### src/rtl/disp_pkg.sv
// Shared constants, digit codes and segment decode for the seven-segment display peripheral.
package disp_pkg;

  localparam logic AddrData = 1'b0;
  localparam logic AddrCtrl = 1'b1;

  // Digit codes 0-15 are hex values; two extra codes for blank and dash.
  typedef logic [4:0] digit_t;
  localparam digit_t DigBlank = 5'd16;
  localparam digit_t DigDash  = 5'd17;

  localparam logic [6:0] SegBlank = 7'h7F;
  localparam logic [6:0] SegDash  = 7'h3F;

  typedef enum logic {MODE_HEX = 1'b0, MODE_DEC = 1'b1} mode_e;

  typedef enum logic [1:0] {StIdle, StLoad, StShift, StDone} conv_state_e;

  // Active-low {g,f,e,d,c,b,a}.
  function automatic logic [6:0] seg_decode(digit_t code);
    logic [6:0] seg;
    case (code)
      5'd0:    seg = 7'h40;
      5'd1:    seg = 7'h79;
      5'd2:    seg = 7'h24;
      5'd3:    seg = 7'h30;
      5'd4:    seg = 7'h19;
      5'd5:    seg = 7'h12;
      5'd6:    seg = 7'h02;
      5'd7:    seg = 7'h78;
      5'd8:    seg = 7'h00;
      5'd9:    seg = 7'h10;
      5'd10:   seg = 7'h08;
      5'd11:   seg = 7'h03;
      5'd12:   seg = 7'h46;
      5'd13:   seg = 7'h21;
      5'd14:   seg = 7'h06;
      5'd15:   seg = 7'h0E;
      DigDash: seg = SegDash;
      default: seg = SegBlank;
    endcase
    return seg;
  endfunction

endpackage

### src/rtl/bin2bcd_seq.sv
// Sequential double-dabble: 16-bit binary to 5 BCD digits, one LOAD then 16 SHIFT cycles.
module bin2bcd_seq
  import disp_pkg::*;
(
  input  logic        clk,
  input  logic        reset,
  input  logic        start,
  input  logic        abort,
  input  logic [15:0] bin,
  output logic        busy,
  output logic        done,
  output logic [19:0] bcd
);

  conv_state_e state_q, state_d;
  logic [3:0]  cnt_q, cnt_d;
  logic [15:0] bin_q, bin_d;
  logic [19:0] bcd_q, bcd_d;
  logic [19:0] bcd_adj, bcd_step;
  logic        unused_adj_msb;

  assign unused_adj_msb = bcd_adj[19];

  always_comb begin
    for (int i = 0; i < 5; i++) begin
      bcd_adj[4*i +: 4] = (bcd_q[4*i +: 4] >= 4'd5) ? bcd_q[4*i +: 4] + 4'd3 : bcd_q[4*i +: 4];
    end
    bcd_step = {bcd_adj[18:0], bin_q[15]};
  end

  always_comb begin
    state_d = state_q;
    cnt_d   = cnt_q;
    bin_d   = bin_q;
    bcd_d   = bcd_q;
    done    = 1'b0;
    unique case (state_q)
      StIdle: ;
      StLoad: begin
        bcd_d   = '0;
        cnt_d   = '0;
        state_d = StShift;
      end
      StShift: begin
        bcd_d = bcd_step;
        bin_d = {bin_q[14:0], 1'b0};
        cnt_d = cnt_q + 4'd1;
        if (cnt_q == 4'd15) begin
          state_d = StDone;
          done    = 1'b1;
        end
      end
      StDone: state_d = StIdle;
      default: state_d = StIdle;
    endcase
    // A new write always wins over an in-flight conversion.
    if (start) begin
      state_d = StLoad;
      bin_d   = bin;
      done    = 1'b0;
    end else if (abort) begin
      state_d = StIdle;
      done    = 1'b0;
    end
  end

  always_ff @(posedge clk or negedge reset) begin
    if (!reset) begin
      state_q <= StIdle;
      cnt_q   <= '0;
      bin_q   <= '0;
      bcd_q   <= '0;
    end else begin
      state_q <= state_d;
      cnt_q   <= cnt_d;
      bin_q   <= bin_d;
      bcd_q   <= bcd_d;
    end
  end

  assign busy = (state_q == StLoad) || (state_q == StShift);
  // Final digits are taken from the last shift so the commit lands as busy falls.
  assign bcd  = bcd_step;

endmodule

### src/rtl/seg_display_ctrl.sv
// Memory-mapped 8-digit seven-segment display: DATA/CTRL registers, hex or decimal
// display with leading-zero blanking, and a registered refresh scan.
module seg_display_ctrl
  import disp_pkg::*;
#(
  parameter int unsigned CLK_HZ     = 10_000_000,
  parameter int unsigned REFRESH_HZ = 1000,
  parameter int unsigned SIMULACION = 0
) (
  input  logic        clk,
  input  logic        reset,
  input  logic        we,
  input  logic        addr,
  input  logic [31:0] wdata,
  output logic [31:0] rdata,
  output logic        busy,
  output logic [6:0]  SEG,
  output logic [7:0]  AN
);

  localparam int unsigned TickDiv = (SIMULACION != 0) ? 4 : CLK_HZ / (REFRESH_HZ * 8);
  localparam int unsigned DivW    = (TickDiv > 1) ? $clog2(TickDiv) : 1;

  mode_e            mode_q, mode_d;
  logic             lzb_q, lzb_d;
  logic [7:0]       mask_q, mask_d;
  digit_t [7:0]     disp_buf_q, disp_buf_d;
  logic             ovf_q, ovf_d;
  logic [2:0]       idx_q, idx_d;
  logic [DivW-1:0]  div_q, div_d;
  logic [6:0]       seg_q, seg_d;
  logic [7:0]       an_q, an_d;
  logic [31:0]      rdata_q;

  logic        data_wr, ctrl_wr, conv_start, conv_abort, conv_done;
  logic [19:0] conv_bcd;
  logic [7:0]  lead_zero;
  digit_t      cur_code;

  assign data_wr    = we && (addr == AddrData);
  assign ctrl_wr    = we && (addr == AddrCtrl);
  assign conv_start = data_wr && (mode_q == MODE_DEC) && (wdata[31:16] == 16'd0);
  assign conv_abort = data_wr && !conv_start;

  bin2bcd_seq u_bin2bcd (
    .clk   (clk),
    .reset (reset),
    .start (conv_start),
    .abort (conv_abort),
    .bin   (wdata[15:0]),
    .busy  (busy),
    .done  (conv_done),
    .bcd   (conv_bcd)
  );

  always_comb begin
    mode_d     = mode_q;
    lzb_d      = lzb_q;
    mask_d     = mask_q;
    disp_buf_d = disp_buf_q;
    ovf_d      = ovf_q;
    if (ctrl_wr) begin
      mode_d = mode_e'(wdata[0]);
      lzb_d  = wdata[1];
      mask_d = wdata[15:8];
    end
    if (data_wr) begin
      if (mode_q == MODE_HEX) begin
        for (int i = 0; i < 8; i++) disp_buf_d[i] = {1'b0, wdata[4*i +: 4]};
        ovf_d = 1'b0;
      end else if (wdata[31:16] != 16'd0) begin
        for (int i = 0; i < 8; i++) disp_buf_d[i] = DigDash;
        ovf_d = 1'b1;
      end
    end else if (conv_done) begin
      for (int i = 0; i < 8; i++) begin
        disp_buf_d[i] = (i < 5) ? {1'b0, conv_bcd[4*i +: 4]} : DigBlank;
      end
      ovf_d = 1'b0;
    end
  end

  // Blank codes count as zero so unused decimal digits fold into the blanked run.
  always_comb begin
    lead_zero    = '0;
    lead_zero[7] = (disp_buf_q[7] == 5'd0) || (disp_buf_q[7] == DigBlank);
    for (int i = 6; i >= 0; i--) begin
      lead_zero[i] = ((disp_buf_q[i] == 5'd0) || (disp_buf_q[i] == DigBlank)) && lead_zero[i+1];
    end
  end

  always_comb begin
    div_d = div_q + DivW'(1);
    idx_d = idx_q;
    if (div_q == DivW'(TickDiv - 1)) begin
      div_d = '0;
      idx_d = idx_q + 3'd1;
    end
    cur_code = (lzb_q && lead_zero[idx_q] && (idx_q != 3'd0)) ? DigBlank : disp_buf_q[idx_q];
    if (mask_q[idx_q]) begin
      an_d  = ~(8'b1 << idx_q);
      seg_d = seg_decode(cur_code);
    end else begin
      an_d  = 8'hFF;
      seg_d = SegBlank;
    end
  end

  always_ff @(posedge clk or negedge reset) begin
    if (!reset) begin
      mode_q     <= MODE_HEX;
      lzb_q      <= 1'b0;
      mask_q     <= 8'hFF;
      disp_buf_q <= '0;
      ovf_q      <= 1'b0;
      idx_q      <= '0;
      div_q      <= '0;
      seg_q      <= SegBlank;
      an_q       <= 8'hFF;
      rdata_q    <= '0;
    end else begin
      mode_q     <= mode_d;
      lzb_q      <= lzb_d;
      mask_q     <= mask_d;
      disp_buf_q <= disp_buf_d;
      ovf_q      <= ovf_d;
      idx_q      <= idx_d;
      div_q      <= div_d;
      seg_q      <= seg_d;
      an_q       <= an_d;
      rdata_q    <= {30'b0, ovf_q, busy};
    end
  end

  assign SEG   = seg_q;
  assign AN    = an_q;
  assign rdata = rdata_q;

endmodule

### config.mk
export PLATFORM = sky130hd
export DESIGN_NAME = seg_display_ctrl
export DESIGN_NICKNAME = d
export VERILOG_FILES = /design/src/rtl/disp_pkg.sv /design/src/rtl/bin2bcd_seq.sv /design/src/rtl/seg_display_ctrl.sv
export SDC_FILE = /design/constraint.sdc
export NUM_CORES = 1
export LEC_CHECK = 0
export ABC_AREA = 0
export BUFFER_PORTS_ARGS = -buffer_cell sky130_fd_sc_hd__buf_4
export CELL_PAD_IN_SITES_DETAIL_PLACEMENT = 1
export CELL_PAD_IN_SITES_GLOBAL_PLACEMENT = 1
export CORE_MARGIN = 2
export CORE_UTILIZATION = 41
export CTS_BUF_LIST = sky130_fd_sc_hd__clkbuf_16
export DETAILED_ROUTE_END_ITERATION = 10
export GPL_TIMING_DRIVEN = 0
export HOLD_SLACK_MARGIN = 0.03
export PLACE_DENSITY = 0.82
export SKIP_LAST_GASP = 1
export SYNTH_ARGS = -nofsm -noshare
export SYNTH_HDL_FRONTEND = slang
export SYNTH_SLANG_ARGS = --single-unit
### constraint.sdc
create_clock -name clk -period 2.15 [get_ports clk]
set_input_delay 0.5375 -clock clk [delete_from_list [all_inputs] [get_ports clk]]
set_output_delay 0.5375 -clock clk [all_outputs]
set_load 0.03 [all_outputs]
==> results.cfg <==
[floorplanning]
core-area_um2 = 15000
full_die_area_um2 = 16300
die_height_um = 128
floorplan.initialDensity_pct = 41.6
placement_rows = 45
floorplan.io_pins = 84
chipWidth_um = 128

[drt]
detail_route.iter0.violations = 196
vias_per_cell = 5.47
avgRoutedWirePerCell_um = 20.2
ant_nets = 0
drcViolationCount = 0
drt_pre_antenna_iters = 4
drt_wl_total_mm = 18.7
detailroute.via_count = 5058

[global_route]
first_pass_grt_wire_length_mm = 29.2
vias_in_the_first_global_route = 5525
grt.overflow.total = 0
antenna_found_initial = 0
grt_util_all_layers_pct = 23.6
grt_start_max_net_pins = 118

[layout]
fin_cells = 924
synthToLayoutAreaGrowth_pct = 28.2
finalNetCount = 787
filler_cell_count = 1631
antenna_diode_instance_count = 0
layout-drive-gt1-share_pct = 30.6
final_core_utilization_pct = 53.4

[clock_tree]
root_buffer = clkbuf_16
ctsHtreeMaxLevel = 4
cts.reportedPaths.clkPinSlew_ns = 0.05
clock_sink_count = 117
tritoncts_clock_tree = yes
cts_buffer_depth = 2
cts_buffers = 17
clock_latency_ns = 0.43

[run]
drv_cap = 0

[timing]
maxClockFrequency_mhz = 454
worst-slew-pin-transition_ns = 0.652
relSlewSlack_pct = 56.5
slew_limit_fails = 0
setup_viol = 2
finClkSkew_ns = 0.00819
period_minus_slack_ns = 2.20
period_share_pct = 102
final_hold_viol_count = 0
post-route-worst-setup-slack_ns = -0.0526
grt_setup_unrepaired = true

[synthesis]
synth.ff_latch_count = 117
synth_area_per_cell_um2 = 10.5
yosysSeqAreaShare_pct = 47.2
netlist_instances = 598
yosys_most_used_dff = dfrtp_1
number_of_enable_flip_flop_cells_after_synthesis = 0
synth_async_sr_flop_share_pct = 100
synth.yosys.warnings = 0
post_synth_instance_area_um2 = 6260
netlist-cell-type-count = 57

[worst_setup_path]
critical_path.n_buffers_inverters = 2
worst-setup-path-type = flip-flop to flip-flop
end_kind = flip-flop
critical-path-slowest-cell = mux4_2
critical_path_required_ns = 2.49
crit_path_start_kind = flip-flop
biggest_cell_delay_along_the_critical_path_ns = 0.56
critical_path_peak_fanout = 4
critical_path_cell_count = 8
critical_path_arrival_ns = 2.54
crit_chain = buf_6 -> mux4_2 -> mux2i_4 -> inv_2 -> ha_4 -> mux2_4 -> a22oi_2 -> a22oi_2
critical-path-top-delay-family = multiplexers
worst-r2r-cell-count = 8
critical_path.most_common_cell = a22oi_2

[status]
run_status = complete, but fails checks
failed_checks = setup timing

[worst_hold_path]
hold_path_depth = 2
min_path_type = input pin to flip-flop

[power]
leakage_power_uw = 0.00362
pwr_density_cell_nw_per_um2 = 1010
ir_drop_mv = 0.587

[placement]
globalplace.congestion = 0.862
dp_cells = 868
io_buffer_count = 53
dp.final_hpwl_mm = 12.8
cells in the final DEF (no fill, tap or decap), types with 4 or more instances in the layout:
| cell | instances |
|---|---|
| buf_4 | 103 |
| dfrtp_1 | 93 |
| nand2_1 | 83 |
| o21ai_0 | 56 |
| conb_1 | 30 |
| mux2i_1 | 29 |
| dfstp_2 | 23 |
| ha_1 | 23 |
| a21oi_1 | 21 |
| a22o_1 | 21 |
| clkbuf_16 | 18 |
| inv_1 | 17 |
| nor2_1 | 16 |
| clkbuf_1 | 12 |
| mux2_2 | 12 |
| nand3_1 | 11 |
| xnor2_1 | 11 |
| nand2b_1 | 11 |
| mux4_2 | 9 |
| a22oi_1 | 9 |
| nor3b_1 | 9 |
| nor4_1 | 8 |
| buf_6 | 7 |
| clkinv_2 | 7 |
| buf_2 | 5 |
| o22ai_1 | 5 |
| mux2_4 | 4 |
| a211oi_1 | 4 |
| o2bb2ai_1 | 4 |
| ha_4 | 4 |
| bufinv_16 | 4 |
| clkinv_1 | 4 |
kinds of logic after synthesis:
family	after synthesis	share of synthesized area, %
XOR/XNOR	15	2.10
AND/OR/NAND/NOR	162	12.2
multiplexers	56	11.5
buffers and inverters	80	7.25
other	1	0.0599
flip-flops	117	47.2
AO/OA/AOI/OAI	139	14.1
adder cells (fa/ha/maj)	28	5.60
final timing paths:
check	startpoint	end	slack [ns]
setup / recovery	idx_q[0]	SEG[6]	-0.05
hold / removal	wdata[27]	disp_buf_q[33]	0.34
setup reg to reg	idx_q[0]	SEG[6]	-0.05
hold reg to reg	disp_buf_q[4]	rdata[1]	0.47
max in group asynchronous	reset	mask_q[0]	0.86
min in group asynchronous	reset	div_q[10]	0.53
power by group:
part | switching [uW] | internal, uW | leakage [uW]
sequential | 239 | 2530 | 0.00147
combinational | 1350 | 1070 | 0.00185
clock | 986 | 1900 | 0.000301
total | 2570 | 5500 | 0.00362
metrics by stage:
step                TNS [ns]  power, uW  cell area, um2  hold WS, ns  setup WS (ns)
global route          -0.310       8390            8030        0.332         -0.118
floorplan                  0       3990            6380        0.242        0.00956
finish               -0.0787       8070            8030        0.340        -0.0526
detailed placement    -13.33       4640            7010        0.446         -0.383
CTS                  -0.0446       7880            7850        0.323        -0.0279
global placement       -9.51       4510            7010        0.452         -0.260
sequential cells by signal (all words and copies together), names as in the netlist:
register and flops:
u_bin2bcd.cnt_q 4, AN 8, u_bin2bcd.state_q 2, disp_buf_q 34
rdata 2, mode_q 1, lzb_q 1, SEG 7
u_bin2bcd.bin_q 16, mask_q 8, div_q 11, u_bin2bcd.bcd_q 20
idx_q 3
final cells by class:
class	count	area (um2)	area share [%]
tap	188	235	2.93
multi-input combinational	430	3080	38.4
sequential	117	2960	36.9
timing repair buffer	79	654	8.15
buffer	56	409	5.10
clock buffer	17	425	5.30
clock inverter	15	169	2.10
inverter	22	91.3	1.14
synth_stat cells (2+ instances only):
cell	count	area share, %
dfrtp_1	94	38
nand2_1	84	5.0
o21ai_0	56	4.5
buf_4	33	4.0
mux2i_1	29	4.6
ha_1	28	5.6
dfstp_2	23	9.7
a21oi_1	21	1.7
a22o_1	21	2.9
inv_1	20	1.2
nor2_1	18	1.1
clkbuf_1	16	0.96
mux2_2	15	2.7
nand3_1	13	1.0
xnor2_1	12	1.7
a22oi_1	11	1.3
nand2b_1	11	1.1
nor3b_1	9	1.1
mux4_2	8	2.9
nor4_1	8	0.80
buf_2	6	0.48
o22ai_1	5	0.50
a211oi_1	4	0.48
nor2b_1	4	0.40
o2bb2ai_1	4	0.56
buf_6	3	0.54
nor3_1	3	0.24
o211ai_1	3	0.36
xor2_1	3	0.42
and3_1	2	0.20
o21ai_1	2	0.16
o21bai_1	2	0.24
o221ai_1	2	0.28
or3_1	2	0.20
repair_timing:
action / CTS / global route
buffers inserted: 14 / 10
gates cloned: 0 / 0
resized for setup: 35 / 14
endpoints found under the setup margin: 13 / 46
pin swaps: 6 / 9
hold endpoints to repair: 0 / 9
hold buffers: 0 / 1
metal layers:
metal / global-route usage, % / share of wire [%]
met5: 0 / 0
met4: 10.9 / 3.4
met3: 5.53 / 3.6
met2: 43.2 / 55
met1: 25.7 / 38
Note: power is estimated with default switching activity, not from simulation.
